--- src/rtl/if_fetch_unit.sv ---
// Instruction-fetch stage: owns the PC and fetches one IMEM word per instruction over a req/rvalid handshake.
// It holds the word for the decoder until the datapath acks it, then steps the PC using NPCOp.
module if_fetch_unit #(
  parameter logic [31:0] RESET_PC = 32'h0000_3000,
  parameter int          CNT_W    = 32
) (
  input  logic             clk,
  input  logic             rstn,
  output logic             imem_req,
  output logic [31:0]      imem_addr,
  input  logic             imem_rvalid,
  input  logic [31:0]      imem_rdata,
  output logic [31:0]      inst,
  output logic             inst_valid,
  output logic [31:0]      pc_out,
  output logic [31:0]      pc_plus4,
  input  logic             inst_ack,
  input  logic [3:0]       NPCOp,
  input  logic [31:0]      rs_data,
  output logic             fetch_err,
  output logic [CNT_W-1:0] retire_cnt
);

  typedef enum logic [1:0] {S_IDLE, S_FETCH, S_WAIT, S_HOLD} state_t;

  localparam logic [3:0] NPC_PLUS4  = 4'd0;
  localparam logic [3:0] NPC_BRANCH = 4'd1;
  localparam logic [3:0] NPC_JUMP   = 4'd2;
  localparam logic [3:0] NPC_JR     = 4'd3;
  localparam logic [3:0] NPC_JALR   = 4'd4;

  state_t      state, state_nxt;
  logic        load_inst, retire;
  logic [31:0] next_pc, br_off;
  logic        npc_err;

  // The address is simply the PC, which only moves on retire, so it stays stable from req to rvalid.
  assign imem_addr = pc_out;
  assign br_off    = {{14{inst[15]}}, inst[15:0], 2'b00};

  always_comb begin
    next_pc = pc_plus4;
    npc_err = 1'b0;
    case (NPCOp)
      NPC_PLUS4:  next_pc = pc_plus4;
      NPC_BRANCH: next_pc = pc_plus4 + br_off;
      NPC_JUMP:   next_pc = {pc_plus4[31:28], inst[25:0], 2'b00};
      NPC_JR, NPC_JALR: begin
        next_pc = {rs_data[31:2], 2'b00};
        npc_err = |rs_data[1:0];
      end
      default: begin
        next_pc = pc_plus4;
        npc_err = 1'b1;
      end
    endcase
  end

  always_comb begin
    state_nxt = state;
    imem_req  = 1'b0;
    load_inst = 1'b0;
    retire    = 1'b0;
    case (state)
      S_IDLE:  state_nxt = S_FETCH;
      S_FETCH: begin
        imem_req  = 1'b1;
        state_nxt = S_WAIT;
      end
      S_WAIT: if (imem_rvalid) begin
        load_inst = 1'b1;
        state_nxt = S_HOLD;
      end
      S_HOLD: if (inst_ack) begin
        retire    = 1'b1;
        state_nxt = S_FETCH;
      end
      default: state_nxt = S_IDLE;
    endcase
  end

  always_ff @(posedge clk or negedge rstn) begin
    if (!rstn) state <= S_IDLE;
    else       state <= state_nxt;
  end

  always_ff @(posedge clk or negedge rstn) begin
    if (!rstn) begin
      inst       <= '0;
      inst_valid <= 1'b0;
      pc_out     <= RESET_PC;
      pc_plus4   <= RESET_PC + 32'd4;
      fetch_err  <= 1'b0;
      retire_cnt <= '0;
    end else begin
      if (load_inst) begin
        inst       <= imem_rdata;
        inst_valid <= 1'b1;
      end
      if (retire) begin
        pc_out     <= next_pc;
        pc_plus4   <= next_pc + 32'd4;
        inst_valid <= 1'b0;
        retire_cnt <= retire_cnt + CNT_W'(1);
        if (npc_err) fetch_err <= 1'b1;
      end
    end
  end

endmodule

--- config.mk ---
export PLATFORM = sky130hd
export DESIGN_NAME = if_fetch_unit
export DESIGN_NICKNAME = d
export VERILOG_FILES = /design/src/rtl/if_fetch_unit.sv
export SDC_FILE = /design/constraint.sdc
export NUM_CORES = 1
export LEC_CHECK = 0
export ABC_AREA = 0
export BUFFER_PORTS_ARGS = -buffer_cell sky130_fd_sc_hd__buf_2
export CAP_MARGIN = 20
export CORE_MARGIN = 2
export CORE_UTILIZATION = 54
export DETAILED_ROUTE_END_ITERATION = 10
export HOLD_SLACK_MARGIN = 0.03
export PLACE_DENSITY = 0.85
export SYNTH_ARGS = -nofsm -noshare
export SYNTH_HDL_FRONTEND = slang
export SYNTH_SLANG_ARGS = --single-unit
--- constraint.sdc ---
create_clock -name clk -period 4.7 [get_ports clk]
set_clock_uncertainty 0.05 [all_clocks]
set_input_delay 0.47 -clock clk [delete_from_list [all_inputs] [get_ports clk]]
set_output_delay 0.47 -clock clk [all_outputs]
set_load 0.1 [all_outputs]
* After elaboration in Yosys (flattened, before gate mapping) *
Cells that the tools add are included.

operators by class
  $add $sub $neg = 3
  equal/unequal tests = 9
  muxes and demuxes = 12
  reduce and logical (&&, ||, !) cells = 8

operators with widths
  kind                                                             count
  32-bit one-hot mux with 3 select lines                           1
  32-bit by 1-bit adder with 32-bit output, second input constant  1
  32-bit by 3-bit adder with 32-bit output, second input constant  1
  32-bit adder                                                     1
  4-bit by 2-bit == test with 1-bit output, second input constant  2
  2-bit one-hot mux with 4 select lines                            1
  1-bit two-way mux                                                7
  2-bit == test, second input constant                             2
  4-bit by 1-bit == test with 1-bit output, second input constant  1
  4-bit by 3-bit == test with 1-bit output, second input constant  1
  4-bit logical NOT                                                1
  2-bit two-way mux                                                2
  2-bit inequality test, second input constant                     2
  2-bit AND reduction                                              2
  2-bit OR reduction                                               2
  3-bit OR reduction                                               1
  2-bit by 1-bit == test with 1-bit output, second input constant  1
  2-bit logical NOT                                                1
  1-bit one-hot mux with 2 select lines                            1
  2-bit nonzero test                                               1

storage, ports and cells
  register bits = 132
  output and inout bits = 163

* Logic depth before layout (Yosys ltp) *
  depth in word-level cells = 4
  gate-level depth with buffers = 16

* Worst setup path after synthesis *
Ideal clock, no wire load.

  kind = flip-flop to flip-flop
  from = register inst[15]
  to = register pc_plus4[31]
  setup time = 0.082 ns
  arrival = 4.310 ns
  required time = 4.568 ns
  slack = 0.258 ns
  cell stages (with the launch flop) = 13
  period minus slack after synthesis = 4.442 ns
  cells stage by stage = dfrtp_1 > ha_1 > clkbuf_1 > a21o_1 > a31o_2 > a2111oi_0 > nand3_1 > and3_1 > a211oi_1 > nand4_1 > nor4_4 > or4b_1 > a31oi_1

on the way
  longest elaborated chain between the ends = 3

RTL lines
  what                                        RTL line  RTL
  from (decl)                                 13        output logic [31:0] inst,
  from (signal assigned)                      97        inst <= imem_rdata;
  32-bit adder                                46        NPC_BRANCH: next_pc = pc_plus4 + br_off;
  32-bit one-hot mux with 3 select lines *    44        case (NPCOp)
  32-bit by 3-bit adder with 32-bit output *  102       pc_plus4 <= next_pc + 32'd4;
  to (signal assigned)                        92        pc_plus4 <= RESET_PC + 32'd4;
  to (signal assigned)                        102
  to (decl)                                   16        output logic [31:0] pc_plus4,

Every way passes the cells marked *; elsewhere a longest branch is shown, timed or not.
A chain may end at the register's enable or synchronous reset.

* Worst setup path in the final report *
Ends and elaborated chain as after synthesis.

==> results by group <==
Run status
  • Status: finished, final reports clean

Cells and area
  • Post-route cell area: 10800 um^2
  • Non-Filler Instances: 1463
  • Share of layout cells above drive strength 1: 28.0%
  • Most common cell after layout, fill and taps aside: buf_2
  • Number of nets in the layout: 1338
  • Layout Area Growth over Synthesis: 17.9%
  • Antenna Cells: 0
  • Fillers: 1412
  • Most frequent cells in the layout: buf_2, nand2_1, dfrtp_1

Global route
  • GR Util All Layers: 32.4%
  • Vias in the first global route: around 8700
  • Global-route wire length before repair: about 46000 um
  • Grt total ovfl: 0
  • Largest net degree at the start of global routing: 107
  • Number of antenna violations at the first check in global routing: 0

Setup path
  • R2R Path Start: inst[15]
  • Worst setup startpoint: inst[15]
  • WP data arrival: 4.66 ns
  • Flop-to-flop setup slack: between 0.3 and 0.4 ns
  • Setup crit end kind: flip-flop
  • Crit path required time: 5.00 ns
  • Worst R2R Path Depth: 11
  • Setup Crit Path Kind: reg -> reg
  • Worst flop-to-flop path endpoint: pc_plus4[31]
  • Critical Path Source Type: flip-flop
  • Crit Path Max Fanout: 10

Drt
  • Final Routed Wirelength: 29000 um
  • DRT iter0 DRCs: 897
  • Remaining DRCs: 0
  • Vias/cell: between 6 and 7
  • Antenna Violating Nets Remaining: 0
  • Routed vias: 9046
  • Routed wire length per instance: 19.8 um
  • Drt first pass iters: 8

Clocking
  • TritonCTS Buffers: 17
  • Post-CTS setup buffer count: 0
  • Root buffer cell: clkbuf_16
  • Longest Clk Path Bufs: 2
  • Clock H-tree levels: 4
  • CTS tree: built
  • Hold-fix buffers, CTS: 0
  • Clock sink count: 130
  • Clock Latency Late Sink: 0.44 ns
  • Clock Pin Slew Worst Setup and Hold Paths: around 0.07 ns
  • CTS resizes: 0

Worst hold path
  • Worst Hold Class: in -> async

STA
  • Slew at the pin with the worst max-slew slack: 0.977 ns
  • Rel. slew slack: about a third
  • Minimum clock period: 4.36 ns
  • RSZ-0062 raised after global routing: false
  • Setup TNS: 0 ns
  • Fmax: 230 MHz
  • Final slew viol count: 0
  • Hold Fails Final Rpt: 0
  • Setup violations, final: 0
  • Fin crit share: 92.7%

Placed design
  • Area after DPL: 10300 um^2
  • Hpwl dp: about 22000 um
  • Placed cells: ~1400
  • Gpl congestion: 0.991
  • PortBufs: 234

Synth
  • EDFF count, synth: 0
  • Mean Syn Cell Area: 8.72 um^2
  • Register area share after synthesis: 35.5%
  • Synth unique cells: between 80 and 90
  • Register bit total from synthesis: 130
  • Post-synth top flop: dfrtp_1
  • Ys Warns: 0
  • Cell count after synthesis: 1053
  • Net Count, Synth: 1161
  • Async SR Flop Fraction: between 90% and 100%
  • Synthesized cell area: 9180 um^2

Floorplanning
  • Core Area: between 15000 and 20000 um^2
  • Die Ht: 134 um
  • Die W: 134 um
  • Die Area: roughly 18000 um^2
  • IO Count: roughly 240
  • FP Rows: 47
  • Starting density of the core: approximately 55%

Run
  • Max cap viols: 0
-- cells by family (layout without fill, tap and decap cells) --
group	Yosys count	after routing	share of synthesized area, %
XOR/XNOR	62	62	5.92
adder cells (fa/ha/maj)	36	36	4.99
multiplexers	36	36	4.38
buffers and inverters	121	311	6.80
AND/OR/NAND/NOR	370	370	20.8
AO/OA/AOI/OAI	298	298	21.6
flip-flops	130	130	35.5
-- area by class of cell --
class,instances,area [um^2],share of cell area [%]
multi-input combinational,802,5310,49.1
sequential,130,3260,30.1
tap,220,275,2.54
clock buffer,19,453,4.18
timing repair buffer,251,1320,12.2
clock inverter,13,103,0.948
inverter,28,105,0.971
-- through the flow --
step | util, % | hold slack (ns) | setup WS [ns]
CTS | 65.3 | 0.131 | 0.394
finish | 65.3 | 0.0912 | 0.344
global route | 65.3 | 0.167 | 0.0290
detailed placement | 61.9 | 0.404 | 0.397
global placement | 61.9 | 0.400 | 0.470
floorplan | - | 0.124 | 0.258
-- registers in the layout (all words and copies together) (netlist names), named ones only --
name	count
fetch_err	1
pc_plus4	30
inst	32
imem_addr	30
state	2
inst_valid	1
retire_cnt	32
-- cell usage after synthesis, types with 9 or more instances --
cell type  count  area share (%)
a22oi_1       11            0.90
or3_1         10            0.68
nor2b_1        9            0.61
ha_1          35             4.8
nor2_1        50             2.0
a21oi_1       48             2.6
o21ai_0       92             5.0
nand2b_1      12            0.82
and3_1        18             1.2
nand4_1       14            0.95
inv_1         27             1.1
a21o_1        16             1.3
nor3_1        18            0.98
nor3b_1       10            0.82
nand3_1       36             2.0
buf_4         35             2.9
o22ai_1       31             2.1
buf_2         24             1.3
clkbuf_1      28             1.1
mux2_2        33             4.0
nand2_1      142             5.8
xnor2_1       38             3.6
xor2_1        24             2.3
dfrtp_1      125              34
-- worst max-delay path by stage --
stage                               to  cells after the start
final                     pc_plus4[31]                     11
after global routing      pc_plus4[21]                     12
after CTS                 pc_plus4[31]                     11
after detailed placement  pc_plus4[31]                     10
after global placement    pc_plus4[31]                     11
after floorplan           pc_plus4[31]                     12
-- worst max-delay path, stage by stage (launching register included) --
cell and delay, ns:
dfrtp_1 0.55, ha_1 0.55, nand4_1 0.18, or3_1 0.41
or3_1 0.36, o32a_1 0.23, o21a_1 0.14, o311ai_2 0.50
nand4_1 0.31, nor4_4 0.37, or4b_1 0.45, a31oi_1 0.17
-- layer usage --
| metal | up-vias | wire, um | part of all wire (%) | track usage (%) |
|---|---|---|---|---|
| li1 | 4160 | - | - | - |
| met1 | 4268 | 11400 | 39 | 41.2 |
| met2 | 493 | 13800 | 47 | 52.7 |
| met3 | 125 | 2430 | 8.4 | 6.65 |
| met4 | 0 | 1430 | 4.9 | 16.0 |
| met5 | - | 0 | 0 | 0 |
Power is not shown: default switching activity piles up to over one toggle a cycle in this logic, so the estimate is an artifact.
